--- config.mk ---
export PLATFORM = sky130hd
export DESIGN_NAME = bus_debug_master_flat
export DESIGN_NICKNAME = d
export VERILOG_FILES = /design/src/rtl/bus_debug_master_if.sv /design/src/rtl/bus_debug_master.sv /design/src/flat_wrapper.sv
export SDC_FILE = /design/constraint.sdc
export NUM_CORES = 1
export LEC_CHECK = 0
export BUFFER_PORTS_ARGS = -buffer_cell sky130_fd_sc_hd__buf_2
export CAP_MARGIN = 5
export CORE_MARGIN = 4
export CORE_UTILIZATION = 54
export DETAILED_ROUTE_END_ITERATION = 12
export PLACE_DENSITY = 0.8
export SYNTH_ARGS = -nofsm -noshare
export SYNTH_HDL_FRONTEND = slang
export SYNTH_SLANG_ARGS = --single-unit
--- constraint.sdc ---
create_clock -name clk -period 2.3 [get_ports clk]
set_clock_uncertainty 0.05 [all_clocks]
set_input_delay 0.575 -clock clk [delete_from_list [all_inputs] [get_ports clk]]
set_output_delay 0.575 -clock clk [all_outputs]
set_load 0.01 [all_outputs]
--- src/rtl/bus_debug_master_if.sv ---
// Byte-stream and memory-bus signal bundle for the debug bus initiator.
// Latency: none (wires only).
// Backpressure: rx/tx use valid/ready; the bus side uses request/ready_in completion.
interface bus_debug_master_if;
  // command byte source
  logic [7:0]  rx_data_in;
  logic        rx_valid_in;
  logic        rx_ready_out;
  // response byte sink
  logic [7:0]  tx_data_out;
  logic        tx_valid_out;
  logic        tx_ready_in;
  // memory bus initiator side
  logic [31:0] address_out;
  logic        read_out;
  logic        write_out;
  logic [3:0]  write_mask_out;
  logic [31:0] write_value_out;
  logic [31:0] read_value_in;
  logic        ready_in;
  logic        fault_in;
  // status
  logic        busy_out;

  // the debug master itself
  modport master (
    input  rx_data_in, rx_valid_in,
    output rx_ready_out,
    output tx_data_out, tx_valid_out,
    input  tx_ready_in,
    output address_out, read_out, write_out, write_mask_out, write_value_out,
    input  read_value_in, ready_in, fault_in,
    output busy_out
  );

  // the environment: byte source/sink and bus target
  modport slave (
    output rx_data_in, rx_valid_in,
    input  rx_ready_out,
    input  tx_data_out, tx_valid_out,
    output tx_ready_in,
    input  address_out, read_out, write_out, write_mask_out, write_value_out,
    output read_value_in, ready_in, fault_in,
    input  busy_out
  );
endinterface

--- src/rtl/bus_debug_master.sv ---
// Byte-stream command decoder driving one read/write on the memory bus, returning status/data bytes.
// Latency: bus request the cycle after the last frame byte; status byte the cycle after bus completion.
// Backpressure: rx accepted only while collecting a frame; tx bytes held until tx_ready_in.
module bus_debug_master #(
  parameter int unsigned TIMEOUT_CYCLES = 1024
) (
  input logic               clk,
  input logic               reset_n,
  bus_debug_master_if.master dbg
);

  typedef enum logic [2:0] {
    ST_IDLE,
    ST_ADDR,
    ST_DATA,
    ST_BUS,
    ST_RESP_STATUS,
    ST_RESP_DATA
  } state_t;

  localparam logic [7:0] STAT_OK      = 8'h00;
  localparam logic [7:0] STAT_FAULT   = 8'h01;
  localparam logic [7:0] STAT_TIMEOUT = 8'h02;
  localparam logic [7:0] STAT_BADCMD  = 8'h03;

  // Counter only has to reach TIMEOUT_CYCLES-1; the terminal cycle is detected by compare.
  localparam int unsigned TW = (TIMEOUT_CYCLES > 1) ? $clog2(TIMEOUT_CYCLES) : 1;
  localparam logic [TW-1:0] TMO_LAST = TW'((TIMEOUT_CYCLES > 0) ? (TIMEOUT_CYCLES - 1) : 0);

  state_t        state_q, state_d;
  logic [1:0]    cnt_q, cnt_d;
  logic          is_wr_q, is_wr_d;
  logic [3:0]    mask_q, mask_d;
  logic [31:0]   addr_q, addr_d;
  logic [31:0]   wdata_q, wdata_d;
  logic [31:0]   rdata_q, rdata_d;
  logic [7:0]    status_q, status_d;
  logic [TW-1:0] tmo_q, tmo_d;

  logic       rx_fire;
  logic       tx_fire;
  logic [3:0] cmd_op;
  logic [3:0] cmd_mask;
  logic       cmd_ok;
  logic       tmo_hit;

  assign rx_fire  = dbg.rx_valid_in & dbg.rx_ready_out;
  assign tx_fire  = dbg.tx_valid_out & dbg.tx_ready_in;
  assign cmd_op   = dbg.rx_data_in[7:4];
  assign cmd_mask = dbg.rx_data_in[3:0];
  // A write with an empty mask would be a no-op bus cycle, so it is rejected like a bad opcode.
  assign cmd_ok   = (cmd_op == 4'd1) || ((cmd_op == 4'd2) && (cmd_mask != 4'd0));
  // TIMEOUT_CYCLES of zero disables the timeout entirely.
  assign tmo_hit  = (TIMEOUT_CYCLES != 0) && (tmo_q == TMO_LAST);

  // State and datapath registers; reset discards any partial frame and drops the request.
  always_ff @(posedge clk or negedge reset_n) begin
    if (!reset_n) begin
      state_q  <= ST_IDLE;
      cnt_q    <= 2'd0;
      is_wr_q  <= 1'b0;
      mask_q   <= 4'd0;
      addr_q   <= 32'd0;
      wdata_q  <= 32'd0;
      rdata_q  <= 32'd0;
      status_q <= 8'd0;
      tmo_q    <= '0;
    end else begin
      state_q  <= state_d;
      cnt_q    <= cnt_d;
      is_wr_q  <= is_wr_d;
      mask_q   <= mask_d;
      addr_q   <= addr_d;
      wdata_q  <= wdata_d;
      rdata_q  <= rdata_d;
      status_q <= status_d;
      tmo_q    <= tmo_d;
    end
  end

  // Next-state: frame collection, one bus cycle, then status (and read data) response.
  always_comb begin
    state_d = state_q;
    unique case (state_q)
      ST_IDLE: begin
        if (rx_fire) state_d = cmd_ok ? ST_ADDR : ST_RESP_STATUS;
      end
      ST_ADDR: begin
        if (rx_fire && (cnt_q == 2'd3)) state_d = is_wr_q ? ST_DATA : ST_BUS;
      end
      ST_DATA: begin
        if (rx_fire && (cnt_q == 2'd3)) state_d = ST_BUS;
      end
      ST_BUS: begin
        // ready_in on the terminal timeout cycle still counts as a completion.
        if (dbg.ready_in || tmo_hit) state_d = ST_RESP_STATUS;
      end
      ST_RESP_STATUS: begin
        if (tx_fire) state_d = (!is_wr_q && (status_q == STAT_OK)) ? ST_RESP_DATA : ST_IDLE;
      end
      ST_RESP_DATA: begin
        if (tx_fire && (cnt_q == 2'd3)) state_d = ST_IDLE;
      end
      default: state_d = ST_IDLE;
    endcase
  end

  // Datapath next values: byte shifting, bus completion capture, timeout counting.
  always_comb begin
    cnt_d    = cnt_q;
    is_wr_d  = is_wr_q;
    mask_d   = mask_q;
    addr_d   = addr_q;
    wdata_d  = wdata_q;
    rdata_d  = rdata_q;
    status_d = status_q;
    tmo_d    = tmo_q;
    unique case (state_q)
      ST_IDLE: begin
        if (rx_fire) begin
          cnt_d   = 2'd0;
          is_wr_d = (cmd_op == 4'd2);
          mask_d  = (cmd_op == 4'd2) ? cmd_mask : 4'd0;
          tmo_d   = '0;
          if (!cmd_ok) status_d = STAT_BADCMD;
        end
      end
      ST_ADDR: begin
        if (rx_fire) begin
          addr_d[{cnt_q, 3'b000} +: 8] = dbg.rx_data_in;
          cnt_d = cnt_q + 2'd1;
        end
      end
      ST_DATA: begin
        if (rx_fire) begin
          wdata_d[{cnt_q, 3'b000} +: 8] = dbg.rx_data_in;
          cnt_d = cnt_q + 2'd1;
        end
      end
      ST_BUS: begin
        tmo_d = tmo_q + TW'(1);
        if (dbg.ready_in) begin
          rdata_d  = dbg.read_value_in;
          status_d = dbg.fault_in ? STAT_FAULT : STAT_OK;
          tmo_d    = '0;
        end else if (tmo_hit) begin
          status_d = STAT_TIMEOUT;
          tmo_d    = '0;
        end
      end
      ST_RESP_STATUS: begin
        if (tx_fire) cnt_d = 2'd0;
      end
      ST_RESP_DATA: begin
        if (tx_fire) cnt_d = cnt_q + 2'd1;
      end
      default: begin
        cnt_d = 2'd0;
      end
    endcase
  end

  // Outputs decoded from state; rx_ready is forced low while reset is asserted.
  always_comb begin
    dbg.rx_ready_out    = 1'b0;
    dbg.tx_valid_out    = 1'b0;
    dbg.tx_data_out     = 8'd0;
    dbg.read_out        = 1'b0;
    dbg.write_out       = 1'b0;
    dbg.write_mask_out  = 4'd0;
    dbg.address_out     = addr_q;
    dbg.write_value_out = wdata_q;
    dbg.busy_out        = (state_q != ST_IDLE);
    unique case (state_q)
      ST_IDLE, ST_ADDR, ST_DATA: begin
        dbg.rx_ready_out = reset_n;
      end
      ST_BUS: begin
        dbg.read_out       = !is_wr_q;
        dbg.write_out      = is_wr_q;
        dbg.write_mask_out = is_wr_q ? mask_q : 4'd0;
      end
      ST_RESP_STATUS: begin
        dbg.tx_valid_out = 1'b1;
        dbg.tx_data_out  = status_q;
      end
      ST_RESP_DATA: begin
        dbg.tx_valid_out = 1'b1;
        dbg.tx_data_out  = rdata_q[{cnt_q, 3'b000} +: 8];
      end
      default: begin
        dbg.rx_ready_out = 1'b0;
      end
    endcase
  end

endmodule
--- src/flat_wrapper.sv ---
// flat-port wrapper written by rule: the top's interface ports become plain ports
module bus_debug_master_flat 
#(
  parameter int unsigned TIMEOUT_CYCLES = 1024
)
  (clk, reset_n, dbg_rx_data_in, dbg_rx_valid_in, dbg_rx_ready_out, dbg_tx_data_out, dbg_tx_valid_out, dbg_tx_ready_in, dbg_address_out, dbg_read_out, dbg_write_out, dbg_write_mask_out, dbg_write_value_out, dbg_read_value_in, dbg_ready_in, dbg_fault_in, dbg_busy_out);
  bus_debug_master_if dbg_i ();
  input logic clk;
  input logic reset_n;
  input wire logic [$bits(dbg_i.rx_data_in)-1:0] dbg_rx_data_in;
  input wire logic [$bits(dbg_i.rx_valid_in)-1:0] dbg_rx_valid_in;
  output wire logic [$bits(dbg_i.rx_ready_out)-1:0] dbg_rx_ready_out;
  output wire logic [$bits(dbg_i.tx_data_out)-1:0] dbg_tx_data_out;
  output wire logic [$bits(dbg_i.tx_valid_out)-1:0] dbg_tx_valid_out;
  input wire logic [$bits(dbg_i.tx_ready_in)-1:0] dbg_tx_ready_in;
  output wire logic [$bits(dbg_i.address_out)-1:0] dbg_address_out;
  output wire logic [$bits(dbg_i.read_out)-1:0] dbg_read_out;
  output wire logic [$bits(dbg_i.write_out)-1:0] dbg_write_out;
  output wire logic [$bits(dbg_i.write_mask_out)-1:0] dbg_write_mask_out;
  output wire logic [$bits(dbg_i.write_value_out)-1:0] dbg_write_value_out;
  input wire logic [$bits(dbg_i.read_value_in)-1:0] dbg_read_value_in;
  input wire logic [$bits(dbg_i.ready_in)-1:0] dbg_ready_in;
  input wire logic [$bits(dbg_i.fault_in)-1:0] dbg_fault_in;
  output wire logic [$bits(dbg_i.busy_out)-1:0] dbg_busy_out;
  assign dbg_i.rx_data_in = dbg_rx_data_in;
  assign dbg_i.rx_valid_in = dbg_rx_valid_in;
  assign dbg_rx_ready_out = dbg_i.rx_ready_out;
  assign dbg_tx_data_out = dbg_i.tx_data_out;
  assign dbg_tx_valid_out = dbg_i.tx_valid_out;
  assign dbg_i.tx_ready_in = dbg_tx_ready_in;
  assign dbg_address_out = dbg_i.address_out;
  assign dbg_read_out = dbg_i.read_out;
  assign dbg_write_out = dbg_i.write_out;
  assign dbg_write_mask_out = dbg_i.write_mask_out;
  assign dbg_write_value_out = dbg_i.write_value_out;
  assign dbg_i.read_value_in = dbg_read_value_in;
  assign dbg_i.ready_in = dbg_ready_in;
  assign dbg_i.fault_in = dbg_fault_in;
  assign dbg_busy_out = dbg_i.busy_out;
  bus_debug_master #(.TIMEOUT_CYCLES(TIMEOUT_CYCLES)) u_core (.clk(clk), .reset_n(reset_n), .dbg(dbg_i));
endmodule
==> summary.txt <==
GRT
  – First-pass GRT wire length: 21,800 µm
  – Largest net degree at the start of global routing: 94
  – Number of global-route vias before repair: 4,323
  – Antenna violations before repair: 0
  – Tot GR Track Use: 0.245
  – Total grt overflow: 0

Clock network
  – Clk root buf: clkbuf_8
  – CTS tree: yes
  – Max clock buf depth: 2
  – Reg clk slew, reported paths: 50 ps
  – Clock sink count: 118
  – Clk_lat worst skew: 520 ps
  – CTS H-tree lvls: 4
  – CTS buffer count: 17

Setup path
  – Crit-path leading delay family: multiplexers
  – Worst path arrival time: 1920 ps
  – CP Max Fanout: 4
  – Crit path buf inv count: 2
  – Origin of the critical flop-to-flop path: u_core.cnt_q[0]
  – Reg-to-reg slack, setup: 10 ps
  – Crit start category: flop
  – Critical R2R Capture: u_core.dbg.address_out[25]
  – Worst setup EP type: output port
  – Crit path largest cell delay: 490 ps
  – Critical-path cell list: buf_12 > mux4_2 > mux2i_1 > nor2_1 > buf_2
  – Critical path's slowest cell: mux4_2
  – Crit path required time: 1670 ps
  – Setup CP Type: reg2out
  – Cells on worst reg2reg path: 8

STA
  – Hold Fails Final Rpt: 0
  – Period utilization: 1.11
  – Relative slew slack: 0.230
  – Tmin final: 2540 ps
  – Unrepaired setup endpoints after global routing: yes
  – Achievable Freq: 393 MHz
  – Final WS setup: -243 ps
  – Worst slew pin tran: 1150 ps
  – Setup violations, final: 8
  – Max-slew violation count: 0

Floorplanning
  – Die width: 108 µm
  – I/O pin cnt: 127
  – Initial Util: 0.556
  – Row count: 36
  – Std-Cell Core Area: 0.00977 mm²
  – Die height: 108 µm
  – Die ar.: 0.0117 mm²

Placement
  – RePlAce Congestion: 0.851
  – Area after DPL: 0.00627 mm²
  – Dpl hpwl: 9140 µm
  – Worst slack at placement: 104 ps
  – Inst Count DP: 670
  – IO buf count: 126

Routing
  – Pre-antenna DRT Iters: 4
  – Drt wl/cell: 19.2 µm
  – Routed wire length: 13,700 µm
  – Iter 0 DRT Violations: 197
  – Vias: 3,993
  – Antenna-violating nets left: 0
  – Vias per cell: 5.60
  – Drc violations: 0

Job
  – Max Cap Viol: 0

Power
  – Power per Cell Area: 855 mW/mm²
  – Peak VDD IR: 0.483 mV
  – Leak: 3.70 nW

Finish
  – Commonest non-fill, non-tap cells in the layout: 122 x buf_2, 114 x dfrtp_1, 78 x mux2_2
  – Antenna cells: 0
  – Commonest non-fill, non-tap cell in the layout: buf_2
  – Total Nets Final: 622
  – Area Overhead vs Synth: 29.7%
  – Design Area, Final: 0.00705 mm²
  – Layout Cells excl Fill: 713
  – Share of cells above drive strength 1: 0.510

Min path
  – Hold path depth: 2
  – WHS Endpoint: u_core.rdata_q[13]
  – Worst min path class: in2reg
  – Hold_sp: dbg_read_value_in[13]

Synthesis
  – Post-synthesis sequential area ratio: 0.543
  – Syn Nets: 464
  – Syn Inst Count: 413
  – Yosys warns: 0
  – Netlist cell types: 53
  – Syn avg cell area: 13.2 µm²
  – FF+latch count, synth: 118
  – Post-Syn Area: 0.00544 mm²

Outcome
  – Status: finished with violations
  – Failing checks: setup timing
## layer usage
metal / routed length, µm / GRT usage / up-vias
met5: 0 / 0 / -
met4: 182 / 0.0902 / 0
li1: - / - / 1823
met3: 833 / 0.0579 / 17
met2: 7280 / 0.410 / 129
met1: 5360 / 0.314 / 2024
## synth_stat cells (all sizes together)
master	count	area share
dfrtp	118	0.54
mux2	82	0.17
nand2	28	0.021
and2	25	0.029
a22o	19	0.031
buf	14	0.017
o21ai	13	0.013
nor2	11	0.0076
nor3	11	0.011
a21oi	8	0.0074
and3	8	0.0092
mux4	8	0.033
nor2b	8	0.0092
ha	5	0.012
inv	5	0.0035
nor4b	4	0.010
o31ai	4	0.0055
a21o	3	0.0041
a221o	3	0.0055
a31oi	3	0.0035
clkbuf	3	0.0021
mux2i	3	0.0055
nand2b	3	0.0035
a2111oi	2	0.0044
a41oi	2	0.0067
and3b	2	0.0032
nand3	2	0.0018
nand4bb	2	0.0071
or4	2	0.0028
xnor2	2	0.0032
a211oi	1	0.0014
and4	1	0.0018
nand3b	1	0.0014
nand4	1	0.0012
nand4b	1	0.0016
o211ai	1	0.0014
o21ba	1	0.0018
or2	1	0.0012
or3	1	0.0012
or3b	1	0.0016
## how the worst max path moves through the flow
stage               slack, ps  cells past startpoint             from                        endpoint
global route             -300                      5  u_core.cnt_q[0]              dbg_tx_data_out[1]
detailed placement        100                      7  u_core.cnt_q[0]  u_core.dbg.write_value_out[19]
CTS                      -250                      5  u_core.cnt_q[0]              dbg_tx_data_out[1]
floorplan                 240                      4  u_core.cnt_q[0]              dbg_tx_data_out[2]
finish                   -240                      5  u_core.cnt_q[0]              dbg_tx_data_out[1]
global placement          120                      7  u_core.cnt_q[0]      u_core.dbg.address_out[22]
## registers in the layout (all words and copies together), names as in the netlist
name / flops
u_core.status_q: 2
u_core.is_wr_q: 1
u_core.dbg.address_out: 32
u_core.cnt_q: 2
u_core.tmo_q: 10
u_core.rdata_q: 32
u_core.mask_q: 4
u_core.state_q: 3
u_core.dbg.write_value_out: 32
## repair_timing
item                                   CTS  global route
hold buffers                             1             0
gates cloned                             1             0
buffers inserted                         8             5
endpoints found under the hold margin    4             0
pin swaps                                0             3
resized for setup                       14             9
setup endpoints to repair               16            42
## layout make-up
type                            count  area, µm²
Clock inverter                      5       75.1
Timing Repair Buffer              156        941
Sequential cell                   118       2960
Inverter                            5       18.8
Fill cell                         671       2720
Clock buffer                       23        467
Multi-Input combinational cell    273       2430
Tap cell                          133        166
## metrics by stage
| stage | hold slack (ps) | TNS, ps | total power, mW | utilization |
|---|---|---|---|---|
| 6_report | 224 | -1740 | 6.03 | 0.721 |
| 5_1_grt | 215 | -3070 | 6.28 | 0.721 |
| 4_1_cts | 220 | -1700 | 5.94 | 0.714 |
| 3_5_place_dp | 359 | 0 | 3.31 | 0.642 |
| 3_3_place_gp | 360 | 0 | 3.29 | 0.642 |
| 2_1_floorplan | 229 | 0 | 2.92 | - |
## where the power goes
part	internal (mW)	total [mW]	switching, mW
logic	0.615	1.29	0.676
clock network	1.59	2.46	0.867
registers	2.18	2.28	0.0970
total	4.39	6.03	1.64
## cells by family after synthesis
kind of cell | synth area share
AO/OA/AOI/OAI | 0.0849
XOR/XNOR | 0.00322
adder cells (fa/ha/maj) | 0.0115
buffers and inverters | 0.0223
flip-flops | 0.543
multiplexers | 0.209
AND/OR/NAND/NOR | 0.126
No activity file was read; power rests on OpenSTA's default activity.
